$ cat src/rtl/key_pkg.sv
// key_pkg: shared definitions for the push-button debounce / strobe logic.
// Holds the channel state encodings, the default cycle counts for a 50 MHz
// clock and small helpers used by key_channel.
package key_pkg;

  // Channel FSM encoding, kept as plain constants so older tools can read it.
  typedef logic [2:0] key_state_t;

  localparam key_state_t IDLE   = 3'd0;
  localparam key_state_t DEB_DN = 3'd1;
  localparam key_state_t HELD   = 3'd2;
  localparam key_state_t REPEAT = 3'd3;
  localparam key_state_t DEB_UP = 3'd4;

  // Default timing at 50 MHz: 10 ms debounce, 500 ms hold, 100 ms repeat.
  localparam int unsigned DEF_DEB_CYCLES    = 500000;
  localparam int unsigned DEF_HOLD_CYCLES   = 25000000;
  localparam int unsigned DEF_REPEAT_CYCLES = 5000000;
  localparam int unsigned DEF_CNT_W         = 25;

  // The key counts as pressed (debounced) in every state after acceptance.
  function automatic logic isHeldState(input key_state_t s);
    return (s == HELD) || (s == REPEAT) || (s == DEB_UP);
  endfunction

  // Largest of the three timing parameters; the counter never goes past it.
  function automatic int unsigned maxCycles(input int unsigned a,
                                            input int unsigned b,
                                            input int unsigned c);
    int unsigned m;
    m = a;
    if (b > m) m = b;
    if (c > m) m = c;
    return m;
  endfunction

endpackage

$ cat src/rtl/key_channel.sv
// key_channel: one push-button path -- 2-FF synchronizer, debounce FSM and
// its cycle counter. Produces a combinational raw press/repeat pulse and the
// held level of the state being entered, so the parent can register both in
// the same cycle.
// Optional feature macro: KEY_AUTOREPEAT_EN (adds HELD timeout and REPEAT).
module key_channel
  import key_pkg::*;
#(
  parameter int unsigned DEB_CYCLES    = DEF_DEB_CYCLES,
  parameter int unsigned HOLD_CYCLES   = DEF_HOLD_CYCLES,
  parameter int unsigned REPEAT_CYCLES = DEF_REPEAT_CYCLES,
  parameter int unsigned CNT_W         = DEF_CNT_W
) (
  input  logic i_clk,
  input  logic i_rst,
  input  logic i_key_n,
  output logic o_pulse,
  output logic o_held
);

  localparam logic [CNT_W-1:0] DEB_LAST = CNT_W'(DEB_CYCLES - 1);
  localparam logic [CNT_W-1:0] CNT_SAT  =
    CNT_W'(maxCycles(DEB_CYCLES, HOLD_CYCLES, REPEAT_CYCLES) - 1);
`ifdef KEY_AUTOREPEAT_EN
  localparam logic [CNT_W-1:0] HOLD_LAST = CNT_W'(HOLD_CYCLES - 1);
  localparam logic [CNT_W-1:0] REP_LAST  = CNT_W'(REPEAT_CYCLES - 1);
`endif

  logic [1:0]       r_sync;
  key_state_t       r_state;
  logic [CNT_W-1:0] r_cnt;

  key_state_t w_state_nxt;
  logic       w_act;
  logic       w_cnt_en;
  logic       w_cnt_clr;
  logic       w_pulse;

  // Bring the raw pin into the clock domain; reset parks it at "released".
  always_ff @(posedge i_clk) begin
    if (i_rst) begin
      r_sync <= 2'b11;
    end else begin
      r_sync <= {r_sync[0], i_key_n};
    end
  end

  assign w_act = ~r_sync[1];

  // Next-state decode: a release/press always wins over a pending timeout.
  always_comb begin
    w_state_nxt = r_state;
    w_cnt_en    = 1'b0;
    w_cnt_clr   = 1'b0;
    w_pulse     = 1'b0;
    case (r_state)
      IDLE: begin
        if (w_act) w_state_nxt = DEB_DN;
      end
      DEB_DN: begin
        if (!w_act) begin
          w_state_nxt = IDLE;
        end else if (r_cnt == DEB_LAST) begin
          w_state_nxt = HELD;
          w_pulse     = 1'b1;
        end else begin
          w_cnt_en = 1'b1;
        end
      end
      HELD: begin
        if (!w_act) begin
          w_state_nxt = DEB_UP;
`ifdef KEY_AUTOREPEAT_EN
        end else if (r_cnt == HOLD_LAST) begin
          w_state_nxt = REPEAT;
          w_pulse     = 1'b1;
        end else begin
          w_cnt_en = 1'b1;
`endif
        end
      end
`ifdef KEY_AUTOREPEAT_EN
      REPEAT: begin
        if (!w_act) begin
          w_state_nxt = DEB_UP;
        end else if (r_cnt == REP_LAST) begin
          w_pulse   = 1'b1;
          w_cnt_clr = 1'b1;
        end else begin
          w_cnt_en = 1'b1;
        end
      end
`endif
      DEB_UP: begin
        if (w_act) begin
          w_state_nxt = HELD;
        end else if (r_cnt == DEB_LAST) begin
          w_state_nxt = IDLE;
        end else begin
          w_cnt_en = 1'b1;
        end
      end
      default: begin
        w_state_nxt = IDLE;
      end
    endcase
  end

  // State register; reset forces IDLE even in the middle of a press.
  always_ff @(posedge i_clk) begin
    if (i_rst) begin
      r_state <= IDLE;
    end else begin
      r_state <= w_state_nxt;
    end
  end

  // Cycle counter: cleared on any state change or repeat tick, saturating.
  always_ff @(posedge i_clk) begin
    if (i_rst) begin
      r_cnt <= '0;
    end else if ((w_state_nxt != r_state) || w_cnt_clr) begin
      r_cnt <= '0;
    end else if (w_cnt_en && (r_cnt != CNT_SAT)) begin
      r_cnt <= r_cnt + CNT_W'(1);
    end
  end

  assign o_pulse = w_pulse;
  assign o_held  = isHeldState(w_state_nxt);

endmodule

$ cat src/rtl/key_pulse_gen.sv
// key_pulse_gen: debounces the increment/decrement buttons and emits
// single-cycle plus/min strobes plus debounced held levels for time_counter.
// While both keys are held, both strobes are suppressed.
// Optional feature macro: KEY_AUTOREPEAT_EN (auto-repeat while a key is held).
module key_pulse_gen
  import key_pkg::*;
#(
  parameter int unsigned DEB_CYCLES    = DEF_DEB_CYCLES,
  parameter int unsigned HOLD_CYCLES   = DEF_HOLD_CYCLES,
  parameter int unsigned REPEAT_CYCLES = DEF_REPEAT_CYCLES,
  parameter int unsigned CNT_W         = DEF_CNT_W
) (
  input  logic clk,
  input  logic rst,
  input  logic key_plus_n,
  input  logic key_min_n,
  output logic plus,
  output logic min,
  output logic plus_held,
  output logic min_held
);

  logic w_plus_pulse;
  logic w_min_pulse;
  logic w_plus_held;
  logic w_min_held;
  logic w_conflict;

  logic r_plus;
  logic r_min;
  logic r_plus_held;
  logic r_min_held;

  key_channel #(
    .DEB_CYCLES    (DEB_CYCLES),
    .HOLD_CYCLES   (HOLD_CYCLES),
    .REPEAT_CYCLES (REPEAT_CYCLES),
    .CNT_W         (CNT_W)
  ) u_plus (
    .i_clk   (clk),
    .i_rst   (rst),
    .i_key_n (key_plus_n),
    .o_pulse (w_plus_pulse),
    .o_held  (w_plus_held)
  );

  key_channel #(
    .DEB_CYCLES    (DEB_CYCLES),
    .HOLD_CYCLES   (HOLD_CYCLES),
    .REPEAT_CYCLES (REPEAT_CYCLES),
    .CNT_W         (CNT_W)
  ) u_min (
    .i_clk   (clk),
    .i_rst   (rst),
    .i_key_n (key_min_n),
    .o_pulse (w_min_pulse),
    .o_held  (w_min_held)
  );

  // Uses the held levels being entered, so a pulse coinciding with the
  // second key becoming held is already suppressed.
  assign w_conflict = w_plus_held & w_min_held;

  // Output registers: masked strobes and debounced held levels.
  always_ff @(posedge clk) begin
    if (rst) begin
      r_plus      <= 1'b0;
      r_min       <= 1'b0;
      r_plus_held <= 1'b0;
      r_min_held  <= 1'b0;
    end else begin
      r_plus      <= w_plus_pulse & ~w_conflict;
      r_min       <= w_min_pulse & ~w_conflict;
      r_plus_held <= w_plus_held;
      r_min_held  <= w_min_held;
    end
  end

  assign plus      = r_plus;
  assign min       = r_min;
  assign plus_held = r_plus_held;
  assign min_held  = r_min_held;

endmodule

$ cat config.mk
export PLATFORM = sky130hd
export DESIGN_NAME = key_pulse_gen
export DESIGN_NICKNAME = d
export VERILOG_FILES = /design/src/rtl/key_pkg.sv /design/src/rtl/key_channel.sv /design/src/rtl/key_pulse_gen.sv
export SDC_FILE = /design/constraint.sdc
export NUM_CORES = 1
export LEC_CHECK = 0
export BUFFER_PORTS_ARGS = -buffer_cell sky130_fd_sc_hd__buf_2
export CAP_MARGIN = 40
export CORE_AREA = 10 10 114 116
export DETAILED_ROUTE_END_ITERATION = 7
export DIE_AREA = 0 0 124 126
export PLACE_DENSITY = 0.57
export SETUP_SLACK_MARGIN = 0.5
export SLEW_MARGIN = 20
export SYNTH_ARGS = -nofsm -noshare
export SYNTH_HDL_FRONTEND = slang
export SYNTH_SLANG_ARGS = --single-unit
$ cat constraint.sdc
create_clock -name clk -period 5.84 [get_ports clk]
set_clock_uncertainty 0.2 [all_clocks]
set_input_delay 0.292 -clock clk [delete_from_list [all_inputs] [get_ports clk]]
set_output_delay 0.292 -clock clk [all_outputs]
set_load 0.01 [all_outputs]
==> results of run 1 <==
## worst max-delay path by stage
stage | end | slack [ns]
3_5_place_dp | u_min.r_cnt[0] | 3.25
3_3_place_gp | u_min.r_cnt[19] | 3.10
6_report | u_min.r_cnt[0] | 3.26
4_1_cts | u_min.r_cnt[0] | 3.23
5_1_grt | u_min.r_cnt[5] | 3.07
2_1_floorplan | u_plus.r_cnt[10] | 3.49
## cells in the final DEF, fill, tap and decap left out, drive strengths merged, types with 3 or more instances in the layout
cell type	n
nor4	16
clkbuf	14
and4	11
a21oi	22
and3b	3
nor3	11
nand3	16
and3	7
nand2	20
xor2	12
or3	10
xnor2	19
or2	5
nor2	42
nand4	20
nor2b	3
o31ai	10
buf	9
a211oi	4
o21ai	12
nand2b	3
a21o	3
or4b	4
inv	8
or4	10
dfxtp	64
and2	4
nor4b	6
## sequential cells by signal, indices dropped and copies added, names as in the netlist
signal / count
u_min.r_state: 3
min_held: 1
plus_held: 1
u_plus.r_sync: 2
u_plus.r_state: 3
u_min.r_sync: 2
u_min.r_cnt: 25
plus: 1
u_plus.r_cnt: 25
min: 1
## area by class of cell
| class | instances | area (um^2) |
|---|---|---|
| fillers | 1105 | 6890 |
| clock inverters | 2 | 35.0 |
| multi-input cells | 303 | 2030 |
| flip-flops and latches | 64 | 1280 |
| clock buffers | 14 | 183 |
| repair buffers | 11 | 75.1 |
| well taps | 140 | 175 |
| inverters | 8 | 30.0 |
## cell families (layout without fill, tap and decap cells)
| kind of cell | Yosys count | in the layout | share of synthesized area (%) |
|---|---|---|---|
| adder cells (fa/ha/maj) | 2 | 2 | 0.722 |
| AND/OR/NAND/NOR | 199 | 199 | 35.3 |
| buffers and inverters | 27 | 35 | 4.44 |
| AO/OA/AOI/OAI | 70 | 70 | 14.4 |
| multiplexers | 1 | 1 | 0.289 |
| flip-flops | 64 | 64 | 37.0 |
| XOR/XNOR | 31 | 31 | 7.84 |
## worst reg2reg max path: stages (launching register included)
cell	delay, ns
dfxtp_1	0.36
or4_4	0.57
nor4b_4	0.35
a311oi_1	0.20
o31ai_4	0.51
buf_8	0.22
a21oi_1	0.06
## report_power, final
part           leakage, nW  total (mW)  internal [mW]  switching [mW]
registers            0.516       0.441          0.438         0.00263
logic                0.534      0.0196        0.00778          0.0118
clock network        0.113       0.408          0.243           0.164
## per-layer routing
layer | share of wire [%] | routed length, um
met4 | 1.3 | 97
met3 | 4.7 | 353
met5 | 0 | 0
met1 | 49 | 3690
met2 | 45 | 3390
## metrics by stage
stage	std cells	power, mW	cell area [um^2]	worst slack [ns]
5_1_grt	542	0.907	3810	3.07
2_1_floorplan	394	0.466	3460	3.49
3_5_place_dp	524	0.470	3570	3.25
4_1_cts	542	0.885	3810	3.23
6_report	542	0.868	3810	3.26
3_3_place_gp	522	0.468	3550	3.10
## cells in the mapped netlist (2+ instances only)
| cell type | n | area, um^2 |
|---|---|---|
| and3b_1 | 3 | 26.3 |
| nand4_1 | 20 | 125 |
| nand4b_1 | 2 | 17.5 |
| nand3_1 | 16 | 80.1 |
| nor4_1 | 15 | 93.8 |
| or2_2 | 5 | 31.3 |
| or4_1 | 8 | 60.1 |
| nand2_1 | 20 | 75.1 |
| a21boi_0 | 2 | 15.0 |
| and2_1 | 4 | 25.0 |
| o2111ai_1 | 2 | 17.5 |
| and4_1 | 8 | 70.1 |
| or3_2 | 7 | 52.6 |
| nor2b_1 | 3 | 18.8 |
| a21oi_1 | 22 | 110 |
| o41ai_1 | 2 | 17.5 |
| nand2b_1 | 3 | 18.8 |
| o31ai_1 | 9 | 67.6 |
| buf_2 | 2 | 10.0 |
| nor2_1 | 42 | 158 |
| or4b_1 | 2 | 20.0 |
| and4_2 | 3 | 30.0 |
| xor2_1 | 12 | 105 |
| buf_6 | 5 | 56.3 |
| nor4b_1 | 5 | 43.8 |
| or4b_2 | 2 | 20.0 |
| ha_1 | 2 | 25.0 |
| a211oi_1 | 4 | 30.0 |
| buf_4 | 3 | 22.5 |
| o211ai_1 | 2 | 15.0 |
| clkbuf_1 | 8 | 30.0 |
| o2111a_1 | 2 | 22.5 |
| and3_1 | 6 | 37.5 |
| o21a_1 | 2 | 15.0 |
| nor3_1 | 10 | 50.1 |
| dfxtp_1 | 64 | 1280 |
| or3_1 | 3 | 18.8 |
| inv_1 | 8 | 30.0 |
| a21o_4 | 2 | 30.0 |
| o21ai_0 | 10 | 50.1 |
| xnor2_1 | 19 | 166 |
==> flow_summary.ini, run 1 <==
[worst_setup_path]
cp_top_family = simple AND/OR/NAND/NOR gates
crit_slowest_cell = or4_4
critical_path.startpoint = u_min.r_cnt[6]
critPathLaunchType = flip-flop
r2r.worst_path.cells = 6
crit_arrival_ns = 2.60
worstPathCellList = or4_4 -> nor4b_4 -> a311oi_1 -> o31ai_4 -> buf_8 -> a21oi_1
cp.depth = 6
crit_type = reg -> reg
cpPeakStageDelay_ns = 0.57
crit_buf_inv = 1
cp-end-kind = flip-flop
r2r-end = u_min.r_cnt[0]
required_ns = 5.86
r2r_slack_ns = 3.26
cp_max_fo = 16
r2r-start = u_min.r_cnt[6]

[global_route]
grt_use_met3_pct = 3.17
use_met1_pct = 13.4
grt_usage_pct = 10.0
antenna_found_initial = 0
grt_pass1_wl_um = 12900
met2_usage_pct = 14.5
grt_overflow = 0
grt_max_degree = 26
busiest_layer = met2
grt_pass1_vias = 2615

[yosys]
synthCells = 394
async_flop_share_pct = 0
synth-seq-area-share_pct = 37.0
synth_edf_count = 0
synthFlopType = dfxtp_1
yosysUniqueCellTypes = 66
postSynthAreaPerCell_um2 = 8.79
ys_seq_elements = 64
synth_area_um2 = 3460
ys.warnings.count = 0
synth_nets = 400

[detailed_routing]
ant_nets = 0
drt_iter0_drc = 229
drt_wl_total_um = 7530
num_vias = 2928
vias_per_cell = 5.40
drc = 0
drt-wirelength-per-cell_um = 13.9
first_pass_iters = 4

[timing]
fmax_mhz = 388
setup_viol = 0
finalHoldWorstSlack_ns = 0.0865
worst_slew_pin_slew_ns = 0.674
slew_headroom_pct = 54.6
finalCritPeriodShare_pct = 44.2
slew_viol_final = 0
min_period_ns = 2.58
rsz0062_at_grt = no
finalHoldViolCount = 0
finalSetupTns_ns = 0

[power_and_ir_drop]
p_per_area_nw_per_um2 = 228
p_leak_nw = 1.16
vdd_drop_max_v = 0.0000957

[cts]
cts_root_buf = clkbuf_8
cts.reportedPaths.clkPinSlew_ns = 0.07
clk_latency_ns = 0.34
cts_buffers = 9
postCtsSetupBuffers = 0
htreeDepth = 3
clock_sinks = 64
ctsHoldBuffers = 2
ctsResizeCount = 0
cts.path.max_buffers = 2
tritoncts = built

[finish]
nets = 403
antennaDiodeCount = 0
final_util_pct = 35.6
syn_to_final_growth_pct = 9.93
drive_gt1_share_pct = 13.9

[worst_hold_path]
hp-start = rst
hold_path_class = in -> reg
hold_path_end = plus_held
whs_path_depth = 2

[die]
fp.dieH_um = 126
fp.coreArea_um2 = 10700
dieArea_um2 = 15600
ioPinCount = 8
start_util_pct = 32.4
die_x_um = 124
fp-row-count = 38

[place]
gp_congestion = 0.825
port_buffers = 7
dp_hpwl_um = 5300

[job]
cap_violations = 0

[outcome]
status = finished, final reports clean
(Power assumes the default switching activity.)
==> inputs of run 2 (changes only) <==
--- a/config.mk
+++ b/config.mk
@@ -5,12 +5,13 @@
 export SDC_FILE = /design/constraint.sdc
 export NUM_CORES = 1
 export LEC_CHECK = 0
+export ABC_AREA = 1
 export BUFFER_PORTS_ARGS = -buffer_cell sky130_fd_sc_hd__buf_2
 export CAP_MARGIN = 40
-export CORE_AREA = 10 10 114 116
+export CORE_AREA = 10 10 128 130
 export DETAILED_ROUTE_END_ITERATION = 7
-export DIE_AREA = 0 0 124 126
-export PLACE_DENSITY = 0.57
+export DIE_AREA = 0 0 138 140
+export PLACE_DENSITY = 0.56
 export SETUP_SLACK_MARGIN = 0.5
 export SLEW_MARGIN = 20
 export SYNTH_ARGS = -nofsm -noshare
==> constraint.sdc (replaced) <==
create_clock -name clk -period 2.48 [get_ports clk]
set_clock_uncertainty 0.2 [all_clocks]
set_input_delay 0.124 -clock clk [delete_from_list [all_inputs] [get_ports clk]]
set_output_delay 0.124 -clock clk [all_outputs]
set_load 0.01 [all_outputs]
==> run 2 against run 1 <==
  * Synthesized cell count rose by 91%
  * Die area rose by 24%
  * Global-route usage rose by 1.2 points
  * Count of clock-buffer cells in the layout fell by 3
==> flow_summary.ini, run 2 <==
[worst_setup_path]
crit_buf_inv = 2
cp_top_family = simple AND/OR/NAND/NOR gates
cp.depth = 13
crit_arrival_ns = 1.93
r2r-end = u_min.r_cnt[5]
worstPathCellList = ha_4 -> nand2_4 -> inv_4 -> nand2_4 -> nor2_4 -> nand3_4 -> nand2_2 -> nand2_1 -> nand2_1 -> nor2_2 -> nand3_4 -> clkbuf_16 -> nor2_1
required_ns = 2.51
cp-end-kind = flip-flop
crit_slowest_cell = dfxtp_4
cpPeakStageDelay_ns = 0.37
critical_path.startpoint = u_min.r_cnt[0]
r2r_slack_ns = 0.58
r2r.worst_path.cells = 13
critPathLaunchType = flip-flop
crit_type = reg -> reg
r2r-start = u_min.r_cnt[0]
cp_max_fo = 6
cp-endpoint = u_min.r_cnt[5]

[detailed_routing]
wl_met3_um = 412
drc = 0
ant_nets = 0
drt-wirelength-per-cell_um = 12.0
num_vias = 4362
top_layer_used = met4
drt_iter0_drc = 301
drt_wl_total_um = 11700
first_pass_iters = 7
vias_per_cell = 4.48
wl_met2_um = 5730
met1Wirelength_um = 5320

[finish]
multi_input_area_um2 = 2840
final_area_um2 = 5470
layout.cells.non_filler = 973
seq_area_um2 = 1320
syn_to_final_growth_pct = 23.2
filler_cell_count = 1502
antennaDiodeCount = 0
top_regs = u_min.r_cnt (25), u_plus.r_cnt (25)
nets = 794
layout_common_cells = nand2_1 (258), nor2_1 (121), inv_1 (96)
drive_gt1_share_pct = 19.7
layout_commonest_cell = nand2_1

[cts]
cts.reportedPaths.clkPinSlew_ns = 0.06
clock_sinks = 64
cts.path.max_buffers = 2
clk_latency_ns = 0.34
cts_buffers = 9
tritoncts = built
htreeDepth = 3
cts_root_buf = clkbuf_16

[yosys]
synth_most_common_cell = nand2_1
yosysTopAreaCellShare_pct = 28.8
synthAdderAreaFrac_pct = 0.563
yosysUniqueCellTypes = 36
synth-xor-area-share_pct = 6.11
synthCells = 751
postSynthAreaPerCell_um2 = 5.91
synthFlopType = dfxtp_1
synth_commonest_cells = nand2_1 (260), nor2_1 (139), inv_1 (101)
ys.warnings.count = 0
synth_edf_count = 0
synth_nets = 757
yosys.area_share.simple_pct = 48.0
async_flop_share_pct = 0
synth_top_family_by_area = simple AND/OR/NAND/NOR gates
synth_area_um2 = 4440
ys_seq_elements = 64
synth.area.top_cells = dfxtp_1 (29%), nand2_1 (22%), nor2_1 (12%), inv_1 (8.5%), xor2_1 (4.7%)
synth_compound_area_share_pct = 4.08
muxShareOfSynthArea_pct = 0
synth-seq-area-share_pct = 28.8
synth_area_leader_cell = dfxtp_1

[global_route]
grt_overflow = 0
grt_max_degree = 26
grt_pass1_vias = 3978
antenna_found_initial = 0
grt_pass1_wl_um = 18500
grt_usage_pct = 11.2

[timing]
finalCritPeriodShare_pct = 76.5
slew_viol_final = 0
setup_viol = 0
finalHoldViolCount = 0
slew_headroom_pct = 74.3
fmax_mhz = 527
min_period_ns = 1.90
rsz0062_at_grt = yes
finalSetupTns_ns = 0
worst_slew_pin_slew_ns = 0.385

[power_and_ir_drop]
vdd_drop_max_v = 0.000335
p_per_area_nw_per_um2 = 451
p_leak_nw = 2.12
power_mw = 2.47

[place]
placed_cell_area_um2 = 4650
gp_congestion = 0.889
port_buffers = 7
dp.cells = 932
dp_hpwl_um = 7710

[outcome]
status = finished, final reports clean

[die]
dieArea_um2 = 19300
ioPinCount = 8
fp.dieH_um = 140
fp.coreArea_um2 = 13800
die_x_um = 138
start_util_pct = 32.2
fp-row-count = 43

[job]
cap_violations = 0

[worst_hold_path]
hold_path_class = reg -> reg
[run 2: cell types whose count changed in the layout (fill, tap and decap cells not counted), moves of 19 or more]
cell     before  now
nor2_1       42  121
nor2_2        0   25
dfxtp_1      64   43
nand3_1      16   35
inv_1         8   96
nand2_1      20  258
[run 2: worst min-delay path by stage]
stage | cells past startpoint | end | from
4_1_cts | 1 | u_min.r_sync[1] | u_min.r_sync[0]
3_5_place_dp | 2 | u_min.r_sync[0] | key_min_n
5_1_grt | 1 | u_min.r_sync[1] | u_min.r_sync[0]
6_report | 1 | u_min.r_sync[1] | u_min.r_sync[0]
3_3_place_gp | 2 | u_min.r_sync[0] | key_min_n
2_1_floorplan | 1 | u_min.r_sync[0] | key_min_n
[run 2: area by class of cell]
cell class / count / area share (%)
Clock inverter: 5 / 1.17
Clock buffer: 11 / 4.62
Inverter: 111 / 7.70
Multi-Input combinational cell: 566 / 52.0
Tap cell: 180 / 4.12
Timing Repair Buffer: 36 / 6.36
Sequential cell: 64 / 24.1
[run 2: kinds of logic (layout without fill, tap and decap cells)]
kind of cell,after synthesis,in the layout
simple gates,499,500
buf+inv,125,163
xor+xnor,31,31
fa+ha+maj,2,2
compound gates,30,33
flops,64,64
[run 2: what timing repair did]
action,4_1_cts,5_1_grt
buffers inserted,0,15
hold endpoints to repair,10,0
endpoints found under the setup margin,52,52
pin swaps,1,16
gates resized for setup,9,72
gates cloned,1,6
hold buffers,3,0
[run 2: per-layer routing]
metal | vias to the layer above | track usage (%)
met5 | - | 0
met4 | 0 | 3.55
met3 | 24 | 2.77
met2 | 79 | 19.1
met1 | 1901 | 13.5
li1 | 2358 | -
[run 2: power by group]
group	switching (mW)	leakage [nW]	internal, mW	total (mW)
sequential	0.00340	0.528	1.03	1.03
combinational	0.0546	1.44	0.0419	0.0966
clock	0.498	0.152	0.840	1.34
total	0.556	2.12	1.91	2.47
[run 2: per-stage QoR]
stage               hold slack, ns  worst slack [ns]  util, %
CTS                          0.213             0.499     36.6
global route                 0.234             0.454     39.7
global placement             0.110             0.388     33.8
detailed placement           0.109             0.372     33.8
floorplan                   0.0278             0.567        -
finish                       0.209             0.582     39.7
[run 2: worst reg2reg max path, cell delays in order, from the launching register on]
cell       delay [ns]
dfxtp_4          0.37
ha_4             0.14
nand2_4          0.06
inv_4            0.08
nand2_4          0.05
nor2_4           0.14
nand3_4          0.12
nand2_2          0.09
nand2_1          0.05
nand2_1          0.08
nor2_2           0.05
nand3_4          0.15
clkbuf_16        0.19
nor2_1           0.04
==> inputs of run 3 (changes only) <==
==> constraint.sdc (replaced) <==
create_clock -name clk -period 2 [get_ports clk]
set_clock_uncertainty 0.2 [all_clocks]
set_input_delay 0.1 -clock clk [delete_from_list [all_inputs] [get_ports clk]]
set_output_delay 0.1 -clock clk [all_outputs]
set_load 0.01 [all_outputs]
==> run 3 against run 2 <==
  * Clock power increased by 13%
  * Via count increased by 8.0%
  * Total power up 21%
  * Count of clock-buffer cells in the layout shrank 1
  * Fmax shrank 1.2%
  * Die area is the same
  * Worst hold slack lost 0.066 ns
  * Global-route usage grew 1.3 points
  * Utilization is 7.1 points higher
  * First-iteration DRC count decreased by 24%
  * Final cell count grew 4.7%
  * Critical path type unchanged
  * Critical endpoint is now u_min.r_cnt[4]
==> flow_summary.ini, run 3 (synthesized netlist as in run 2, its figures left out) <==
[die]
fp.coreArea_um2 = 13800
die_x_um = 138
ioPinCount = 8
dieArea_um2 = 19300
fp.dieH_um = 140
fp-row-count = 43
start_util_pct = 32.2

[finish]
top_regs = u_min.r_cnt (25), u_plus.r_cnt (25)
final_util_pct = 46.8
multi_input_area_um2 = 3250
filler_cell_count = 1426
layout_commonest_cell = nand2_1
layout_common_cells = nand2_1 (198), nor2_1 (90), inv_1 (80)
nets = 840
seq_area_um2 = 1340
syn_to_final_growth_pct = 45.2
antennaDiodeCount = 0
drive_gt1_share_pct = 39.7

[worst_setup_path]
crit_buf_inv = 3
cp_top_family = simple AND/OR/NAND/NOR gates
r2r-start = u_min.r_cnt[1]
crit_type = reg -> reg
cpPeakStageDelay_ns = 0.35
cp-end-kind = flip-flop
worstPathCellList = ha_4 -> nand2_4 -> clkinv_4 -> nand2_4 -> nor2_4 -> nand3_2 -> nand2_2 -> nand2_1 -> nand2_1 -> nor2_2 -> nand3_4 -> buf_6 -> buf_16 -> nor2_1
r2r.worst_path.cells = 14
crit_slowest_cell = dfxtp_4
crit_arrival_ns = 2.00
cp_max_fo = 6
r2r_slack_ns = 0.08
r2r-end = u_min.r_cnt[4]
critPathLaunchType = flip-flop
required_ns = 2.08

[timing]
slew_viol_final = 0
worst_slew_pin_slew_ns = 0.400
rsz0062_at_grt = yes
fmax_mhz = 521
setup_viol = 0
min_period_ns = 1.92
finalWorstSetupSlack_ns = 0.0794
slew_headroom_pct = 73.2
finalHoldViolCount = 0
finalCritPeriodShare_pct = 96.0
finalSetupTns_ns = 0

[cts]
cts_root_buf = clkbuf_16
htreeDepth = 3
cts.reportedPaths.clkPinSlew_ns = 0.06
tritoncts = built
clock_sinks = 64
cts_buffers = 9
cts.path.max_buffers = 2
clk_latency_ns = 0.35

[power_and_ir_drop]
p_leak_nw = 2.61
p_per_area_nw_per_um2 = 462
power_mw = 2.98
vdd_drop_max_v = 0.000437

[global_route]
grt_pass1_vias = 4275
grt_max_degree = 22
grt_usage_pct = 12.5
grt_overflow = 0
grt_pass1_wl_um = 20500
antenna_found_initial = 0

[detailed_routing]
vias_per_cell = 4.62
drt_iter0_drc = 228
drc = 0
first_pass_iters = 5
drt-wirelength-per-cell_um = 13.0
num_vias = 4710
ant_nets = 0
drt_wl_total_um = 13200

[outcome]
status = finished, final reports clean

[worst_hold_path]
whs_path_depth = 5
hp-start = rst
hold_path_class = in -> reg
hold_path_end = u_plus.r_cnt[7]

[place]
dp_hpwl_um = 8290
gp_congestion = 0.904
port_buffers = 7
post-place-ws_ns = -0.0470

[job]
cap_violations = 0
-- run 3: changes by cell type in the layout (fill, tap and decap cells not counted), sizes merged --
cell         previous run  this run
buf                    31        77
clkinvlp                1         0
nand3                  43        42
clkinv                  2         5
bufinv                  1         0
clkbuf                 13        14
o211ai                  4         1
dlygate4sd3             3         4
nor2                  153       154
-- run 3: tightest hold or removal path, stage by stage --
cell	delay (ns)
buf_2	0.13
nor3_1	0.09
nand4_4	0.16
buf_12	0.14
nor2_2	0.04
-- run 3: power breakdown --
| part | switching [mW] | internal, mW |
|---|---|---|
| clock network | 0.633 | 0.877 |
| logic | 0.102 | 0.0931 |
| registers | 0.00454 | 1.27 |
| total | 0.739 | 2.24 |
-- run 3: through the flow --
step	area [um^2]	hold WS [ns]	instances
global placement	4980	0.0839	961
CTS	5690	0.106	1002
finish	6450	0.143	1019
detailed placement	4980	0.0857	961
global route	6450	0.172	1019
floorplan	4530	0.00381	751
-- run 3: what timing repair did --
action	CTS	global route
endpoints found under the setup margin	60	60
buffers inserted	16	13
pin swaps	13	75
hold endpoints to repair	10	0
hold buffers	4	0
gates cloned	5	4
gates resized for setup	56	197
-- run 3: area by class of cell --
| type | instances | share of cell area [%] |
|---|---|---|
| repair buffers | 85 | 14.1 |
| clock inverters | 6 | 0.660 |
| clock buffers | 10 | 3.71 |
| multi-input cells | 563 | 50.4 |
| inverters | 111 | 6.77 |
| flip-flops and latches | 64 | 20.8 |
| well taps | 180 | 3.49 |
-- run 3: worst max-delay path by stage --
| stage | start | end | cells after the start |
|---|---|---|---|
| global placement | u_plus.r_cnt[1] | u_plus.r_cnt[0] | 12 |
| finish | u_min.r_cnt[1] | u_min.r_cnt[4] | 14 |
| floorplan | u_min.r_cnt[0] | u_min.r_cnt[15] | 12 |
| global route | u_plus.r_cnt[11] | u_plus.r_cnt[13] | 12 |
| detailed placement | u_plus.r_cnt[1] | u_plus.r_cnt[8] | 12 |
| CTS | u_min.r_cnt[1] | u_min.r_cnt[20] | 14 |
-- run 3: routing by layer --
metal,global-route usage [%],routed length (um),vias to the layer above
met2,19.6,6280,94
met5,0,0,-
li1,-,-,2437
met1,16.4,6180,2157
met3,2.33,518,22
met4,4.88,268,0
